## src/rtl/video_pattern_gen.sv

```systemverilog
// Multi-mode test-pattern source for the DVI encoder: two-stage pixel pipeline,
// debounced mode-cycle button, direct mode load and tear-free mode commit at frame start.
module video_pattern_gen #(
  parameter int unsigned COORD_W         = 11,
  parameter int unsigned COLOR_W         = 8,
  parameter int unsigned BAR_SHIFT       = 7,
  parameter int unsigned CHECK_SHIFT     = 5,
  parameter int unsigned GRAD_SHIFT      = 2,
  parameter int unsigned DEBOUNCE_CYCLES = 742500,
  parameter int unsigned FRAME_CNT_W     = 16
) (
  input  logic                     clk_pixel,
  input  logic                     rst,
  input  logic [COORD_W-1:0]       cx,
  input  logic [COORD_W-1:0]       cy,
  input  logic [COORD_W-1:0]       screen_start_x,
  input  logic [COORD_W-1:0]       screen_start_y,
  input  logic [COORD_W-1:0]       screen_width,
  input  logic [COORD_W-1:0]       screen_height,
  input  logic                     btn,
  input  logic                     mode_load,
  input  logic [2:0]               mode_in,
  input  logic                     scroll_en,
  input  logic [3*COLOR_W-1:0]     solid_rgb,
  output logic [3*COLOR_W-1:0]     rgb,
  output logic                     active,
  output logic [2:0]               mode,
  output logic [2:0]               mode_pending,
  output logic [FRAME_CNT_W-1:0]   frame_count
);

  localparam int unsigned DbW = $clog2(DEBOUNCE_CYCLES + 1);

  localparam logic [2:0] ModeXor      = 3'd0;
  localparam logic [2:0] ModeBars     = 3'd1;
  localparam logic [2:0] ModeChecker  = 3'd2;
  localparam logic [2:0] ModeGradient = 3'd3;
  localparam logic [2:0] ModeSolid    = 3'd4;
  localparam logic [2:0] ModeBorder   = 3'd5;

  // Stage 1
  logic [COORD_W-1:0] r_px, r_py;
  logic               r_vis, r_sof;

  always_ff @(posedge clk_pixel or posedge rst) begin
    if (rst) begin
      r_px  <= '0;
      r_py  <= '0;
      r_vis <= 1'b0;
      r_sof <= 1'b0;
    end else begin
      r_px  <= cx - screen_start_x;
      r_py  <= cy - screen_start_y;
      r_vis <= (cx >= screen_start_x) && (cy >= screen_start_y);
      r_sof <= (cx == '0) && (cy == '0);
    end
  end

  // Button synchroniser and debouncer
  logic [1:0]     r_sync;
  logic           r_btn_db;
  logic [DbW-1:0] r_db_cnt;
  logic           w_db_flip, w_db_rise;

  assign w_db_flip = (r_sync[1] != r_btn_db) && (r_db_cnt == DbW'(DEBOUNCE_CYCLES - 1));
  assign w_db_rise = w_db_flip && r_sync[1];

  always_ff @(posedge clk_pixel or posedge rst) begin
    if (rst) begin
      r_sync   <= '0;
      r_btn_db <= 1'b0;
      r_db_cnt <= '0;
    end else begin
      r_sync <= {r_sync[0], btn};
      if (r_sync[1] == r_btn_db) begin
        r_db_cnt <= '0;
      end else if (w_db_flip) begin
        r_db_cnt <= '0;
        r_btn_db <= r_sync[1];
      end else begin
        r_db_cnt <= r_db_cnt + DbW'(1);
      end
    end
  end

  // Mode control
  logic [2:0]             r_mode, r_mode_pending, w_pend_d;
  logic [FRAME_CNT_W-1:0] r_frame_count;

  always_comb begin
    w_pend_d = r_mode_pending;
    if (mode_load) begin
      w_pend_d = (mode_in > ModeBorder) ? ModeXor : mode_in;
    end else if (w_db_rise) begin
      w_pend_d = (r_mode_pending == ModeBorder) ? ModeXor : r_mode_pending + 3'd1;
    end
  end

  // Stage 2 pattern generation; the frame-start pixel already sees the new mode
  logic [2:0]           w_mode_eff;
  logic [COLOR_W-1:0]   w_scroll, w_xor_c, w_gx, w_gy;
  logic [2:0]           w_bar_on;
  logic                 w_brd_edge, w_brd_mid;
  logic [3*COLOR_W-1:0] w_pix;

  assign w_mode_eff = r_sof ? r_mode_pending : r_mode;
  assign w_scroll   = scroll_en ? r_frame_count[COLOR_W-1:0] : '0;
  assign w_xor_c    = COLOR_W'(r_px ^ r_py) + w_scroll;
  assign w_bar_on   = ~r_px[BAR_SHIFT+2:BAR_SHIFT];
  assign w_gx       = COLOR_W'(r_px >> GRAD_SHIFT);
  assign w_gy       = COLOR_W'(r_py >> GRAD_SHIFT);
  assign w_brd_edge = (r_px == '0) || (r_py == '0) ||
                      (r_px == screen_width - COORD_W'(1)) ||
                      (r_py == screen_height - COORD_W'(1));
  assign w_brd_mid  = (r_px == (screen_width >> 1)) || (r_py == (screen_height >> 1));

  always_comb begin
    w_pix = '0;
    case (w_mode_eff)
      ModeXor:      w_pix = {3{w_xor_c}};
      ModeBars:     w_pix = {{COLOR_W{w_bar_on[2]}}, {COLOR_W{w_bar_on[1]}},
                             {COLOR_W{w_bar_on[0]}}};
      ModeChecker:  w_pix = {(3*COLOR_W){r_px[CHECK_SHIFT] ^ r_py[CHECK_SHIFT]}};
      ModeGradient: w_pix = {w_gx, w_gy, {COLOR_W{1'b0}}};
      ModeSolid:    w_pix = solid_rgb;
      ModeBorder: begin
        if (w_brd_edge) begin
          w_pix = '1;
        end else if (w_brd_mid) begin
          w_pix = {{COLOR_W{1'b1}}, {(2*COLOR_W){1'b0}}};
        end
      end
      default:      w_pix = '0;
    endcase
  end

  always_ff @(posedge clk_pixel or posedge rst) begin
    if (rst) begin
      rgb            <= '0;
      active         <= 1'b0;
      r_mode         <= ModeXor;
      r_mode_pending <= ModeXor;
      r_frame_count  <= '0;
    end else begin
      rgb            <= r_vis ? w_pix : '0;
      active         <= r_vis;
      r_mode_pending <= w_pend_d;
      if (r_sof) begin
        r_mode        <= r_mode_pending;
        r_frame_count <= r_frame_count + FRAME_CNT_W'(1);
      end
    end
  end

  assign mode         = r_mode;
  assign mode_pending = r_mode_pending;
  assign frame_count  = r_frame_count;

endmodule

```

## config.mk

```make
export PLATFORM = sky130hd
export DESIGN_NAME = video_pattern_gen
export DESIGN_NICKNAME = d
export VERILOG_FILES = /design/src/rtl/video_pattern_gen.sv
export SDC_FILE = /design/constraint.sdc
export NUM_CORES = 1
export LEC_CHECK = 0
export ABC_AREA = 1
export CAP_MARGIN = 20
export CELL_PAD_IN_SITES_DETAIL_PLACEMENT = 0
export CELL_PAD_IN_SITES_GLOBAL_PLACEMENT = 1
export CORE_UTILIZATION = 40
export DETAILED_ROUTE_END_ITERATION = 12
export GPL_TIMING_DRIVEN = 0
export PLACE_DENSITY_LB_ADDON = 0.1
export SYNTH_ARGS = -nofsm -noshare
export SYNTH_HDL_FRONTEND = slang
export SYNTH_SLANG_ARGS = --single-unit
```

## constraint.sdc

```tcl
create_clock -name clk_pixel -period 6.6 [get_ports clk_pixel]
set_input_delay 0.66 -clock clk_pixel [delete_from_list [all_inputs] [get_ports clk_pixel]]
set_output_delay 0.66 -clock clk_pixel [all_outputs]
set_load 0.02 [all_outputs]
```

==> results.py <==
metrics = {
    "critical_path": {
        "cp_common_cell": "o21ai_0",
        "rr_endpoint": "rgb[14]$_DFF_PP0_",
        "path_class": "in2reg",
        "critical_path.top_delay_family": "compound AO/OA/AOI/OAI gates",
        "cpMaxStageDelayCell": "clkdlybuf4s50_1",
        "cp-startpoint": "screen_start_y[1]",
        "cp_max_fo": 3,
        "crit_required_ps": 6880,
        "cp_cell_sequence": "clkdlybuf4s50_1, inv_1, ha_1, nand2_1, o21ai_0, a21oi_1, o21ai_0, a21oi_1, o21ai_0, xor2_1",
        "end_kind": "flip-flop",
        "r2r_slack_ps": 3980,
        "critPathMaxStageDelay_ps": 540,
        "crit_buf_inv": 2,
        "worst_setup_path_start_kind": "input port",
        "r2r_cells": 14,
        "r2r-start": "r_py[0]$_DFF_PP0_",
        "arrival_ps": 2990,
    },
    "finish": {
        "fill_cells": 1724,
        "area_delta_synth_final_pct": 29.67,
        "seq_area_sq_mm": 0.002352,
        "drive_gt1_share_pct": 4.492,
        "diodes": 0,
        "multi_input_area_sq_mm": 0.003726,
        "fin_nets": 1242,
        "fin_util_pct": 53.39,
        "most-common-layout-cells": "nand2_1 (199), inv_1 (180), clkdlybuf4s50_1 (143), nor2_1 (101), dfrtp_1 (94)",
        "final_common_cell": "nand2_1",
    },
    "clock_tree": {
        "clockBufferDepth": 2,
        "clock_sinks": 94,
        "clk_pin_slew_worst_paths_ps": 70,
        "cts-resized-gates": 0,
        "hold_buffers": 0,
        "cts_root_buffer": "clkbuf_16",
        "cts_tree": "done",
        "htree_levels": 3,
        "post-cts-setup-buffer-count": 0,
        "cts_made_buffers": 9,
        "clock_latency_ps": 360,
    },
    "placed_design": {
        "dp_hpwl_um": 14720,
        "gp_congestion": 0.8847,
        "portBuffers": 143,
    },
    "synthesis": {
        "ys_seq_area_share_pct": 34.33,
        "synth_top_area_share_pct": 34.33,
        "synth_edf_count": 0,
        "synthFlopType": "dfrtp_1",
        "synth.area.top_cells": "dfrtp_1 (34%), nand2_1 (11%), inv_1 (9.9%)",
        "synth_area_per_cell_sq_um": 7.189,
        "syn_area_sq_mm": 0.006852,
        "yosys_warnings": 0,
        "postSynthCellCount": 953,
        "yosys_register_bits": 94,
        "synth_nets": 1087,
        "synth_top_cell_by_area": "dfrtp_1",
        "yosysUniqueCellTypes": 50,
        "ys_async_sr_fraction_pct": 100.0,
    },
    "global_route": {
        "grtUsageMet3_pct": 3.333,
        "grt_first_pass_wirelength_um": 30020,
        "grt_max_degree": 53,
        "met1_usage_pct": 30.03,
        "overflow": 0,
        "busiest_layer": "met2",
        "grt_pass1_vias": 6065,
        "use_met2_pct": 33.83,
        "antenna_found_initial": 0,
        "track_usage_pct": 21.35,
    },
    "routing": {
        "wl_um": 17990,
        "vias_per_cell": 4.796,
        "num_vias": 6393,
        "dr.pass1.iters": 5,
        "drtIter0Drc": 350,
        "wl_per_cell_um": 13.49,
        "antenna_left": 0,
        "drc": 0,
    },
    "timing": {
        "fin_skew_ps": 14.39,
        "fin_crit_ps": 2719,
        "rsz0062_at_grt": "false",
        "slew_viol_final": 0,
        "fin_tns_setup_ps": 0,
        "setup_violations": 0,
        "hold_viol_final": 0,
        "slew_headroom_pct": 55.50,
        "tightestPinTransition_ps": 667.6,
        "fmax_mhz": 367.8,
        "period_share_pct": 41.19,
    },
    "hold_path": {
        "min_to": "r_sync[1]$_DFF_PP0_",
        "min_from": "r_sync[0]$_DFF_PP0_",
        "hold_path_class": "reg2reg",
        "hold_path_depth": 0,
    },
    "floorplanning": {
        "die_w_um": 132.9,
        "initial_core_util_pct": 41.17,
        "io_pins": 145,
        "fp.dieArea_sq_mm": 0.01766,
        "die_y_um": 132.9,
        "std_cell_rows": 47,
        "core_sq_mm": 0.01664,
    },
    "power": {
        "power.density_mw_per_mm2": 204.6,
        "vdd_ir_drop_max_uv": 143.5,
        "p_leak_uw": 0.004594,
    },
    "run_status": {
        "status": "finished clean",
    },
    "job": {
        "cap_violations": 0,
    },
}
## where the power goes
part	total (uW)	switching (uW)	internal [uW]	leakage, uW
sequential	678	52.4	626	0.00124
combinational	603	344	259	0.00321
clock	536	236	300	0.000146
## through the flow
step	instance area, sq um	std cells	hold WS [ps]	worst slack, ps	power (uW)
floorplan	6852	953	331.2	3491	1060
global placement	8558	1316	334.7	2017	1288
detailed placement	8581	1317	349.1	3554	1289
CTS	8885	1333	356.7	3922	1834
global route	8885	1333	360.6	3557	1938
finish	8885	1333	353.3	3881	1818
## Yosys cell counts, types with 3 or more instances
cell and count:
nor4_1 23, nor2_4 3, a211oi_1 4, inv_1 181, buf_4 3, a31oi_1 3, fa_1 3, xor2_1 44
o21ai_0 25, dfrtp_1 94, o21bai_1 3, nand4_1 19, a221oi_1 6, nand3_1 80, a21oi_1 35, nand2_1 199
clkbuf_1 5, nor3_1 18, nand2_2 3, nor2_1 101, o21ai_2 4, o21ai_1 3, a22oi_1 3, xnor2_1 22
ha_1 33
## worst register-to-register path, cell delays in order, from the launching register on
cell and delay, ps:
dfrtp_1 500, xor2_1 190, ha_1 220, inv_1 70, fa_1 400, inv_1 120
nand4_1 100, nand3_1 110, xor2_1 150, inv_1 50, nor2_1 330, nor2_1 80
nand3_1 110, nand2_1 60, inv_1 60
## sequential cells by signal, summed over array words and instances, names as in the netlist
name,flops
active,1
r_db_cnt,20
r_sync,2
r_sof,1
r_btn_db,1
r_py,11
r_vis,1
frame_count,16
rgb,24
r_px,11
mode_pending,3
mode,3
## area by class of cell
cell class,instances,area share (%)
clock buffer,10,2.577
multi-input combinational,661,41.94
inverter,185,7.914
clock inverter,6,0.8450
buffer,13,0.8168
sequential,94,26.48
timing repair buffer,144,16.34
tap,220,3.098
## metal layers
| metal | wire, um | vias up |
|---|---|---|
| met5 | 0 | - |
| met4 | 244 | 0 |
| met3 | 702 | 12 |
| met1 | 9003 | 2890 |
| met2 | 8036 | 130 |
| li1 | - | 3361 |
## cells by family after synthesis
family | Yosys count | share of synthesized area, %
buffers and inverters | 198 | 11.29
adder cells (fa/ha/maj) | 36 | 6.903
AO/OA/AOI/OAI | 100 | 9.240
flip-flops | 94 | 34.33
XOR/XNOR | 66 | 8.437
multiplexers | 1 | 0.1643
AND/OR/NAND/NOR | 458 | 29.64
## how the worst max path moves through the flow
stage | slack [ps] | endpoint | cells past startpoint
global placement | 2020 | r_py[10]$_DFF_PP0_ | 2
CTS | 3920 | rgb[20]$_DFF_PP0_ | 18
global route | 3560 | rgb[20]$_DFF_PP0_ | 18
floorplan | 3490 | active$_DFF_PP0_ | 1
finish | 3880 | r_py[9]$_DFF_PP0_ | 10
detailed placement | 3550 | rgb[14]$_DFF_PP0_ | 18
Power figures use the tool's default switching activity.
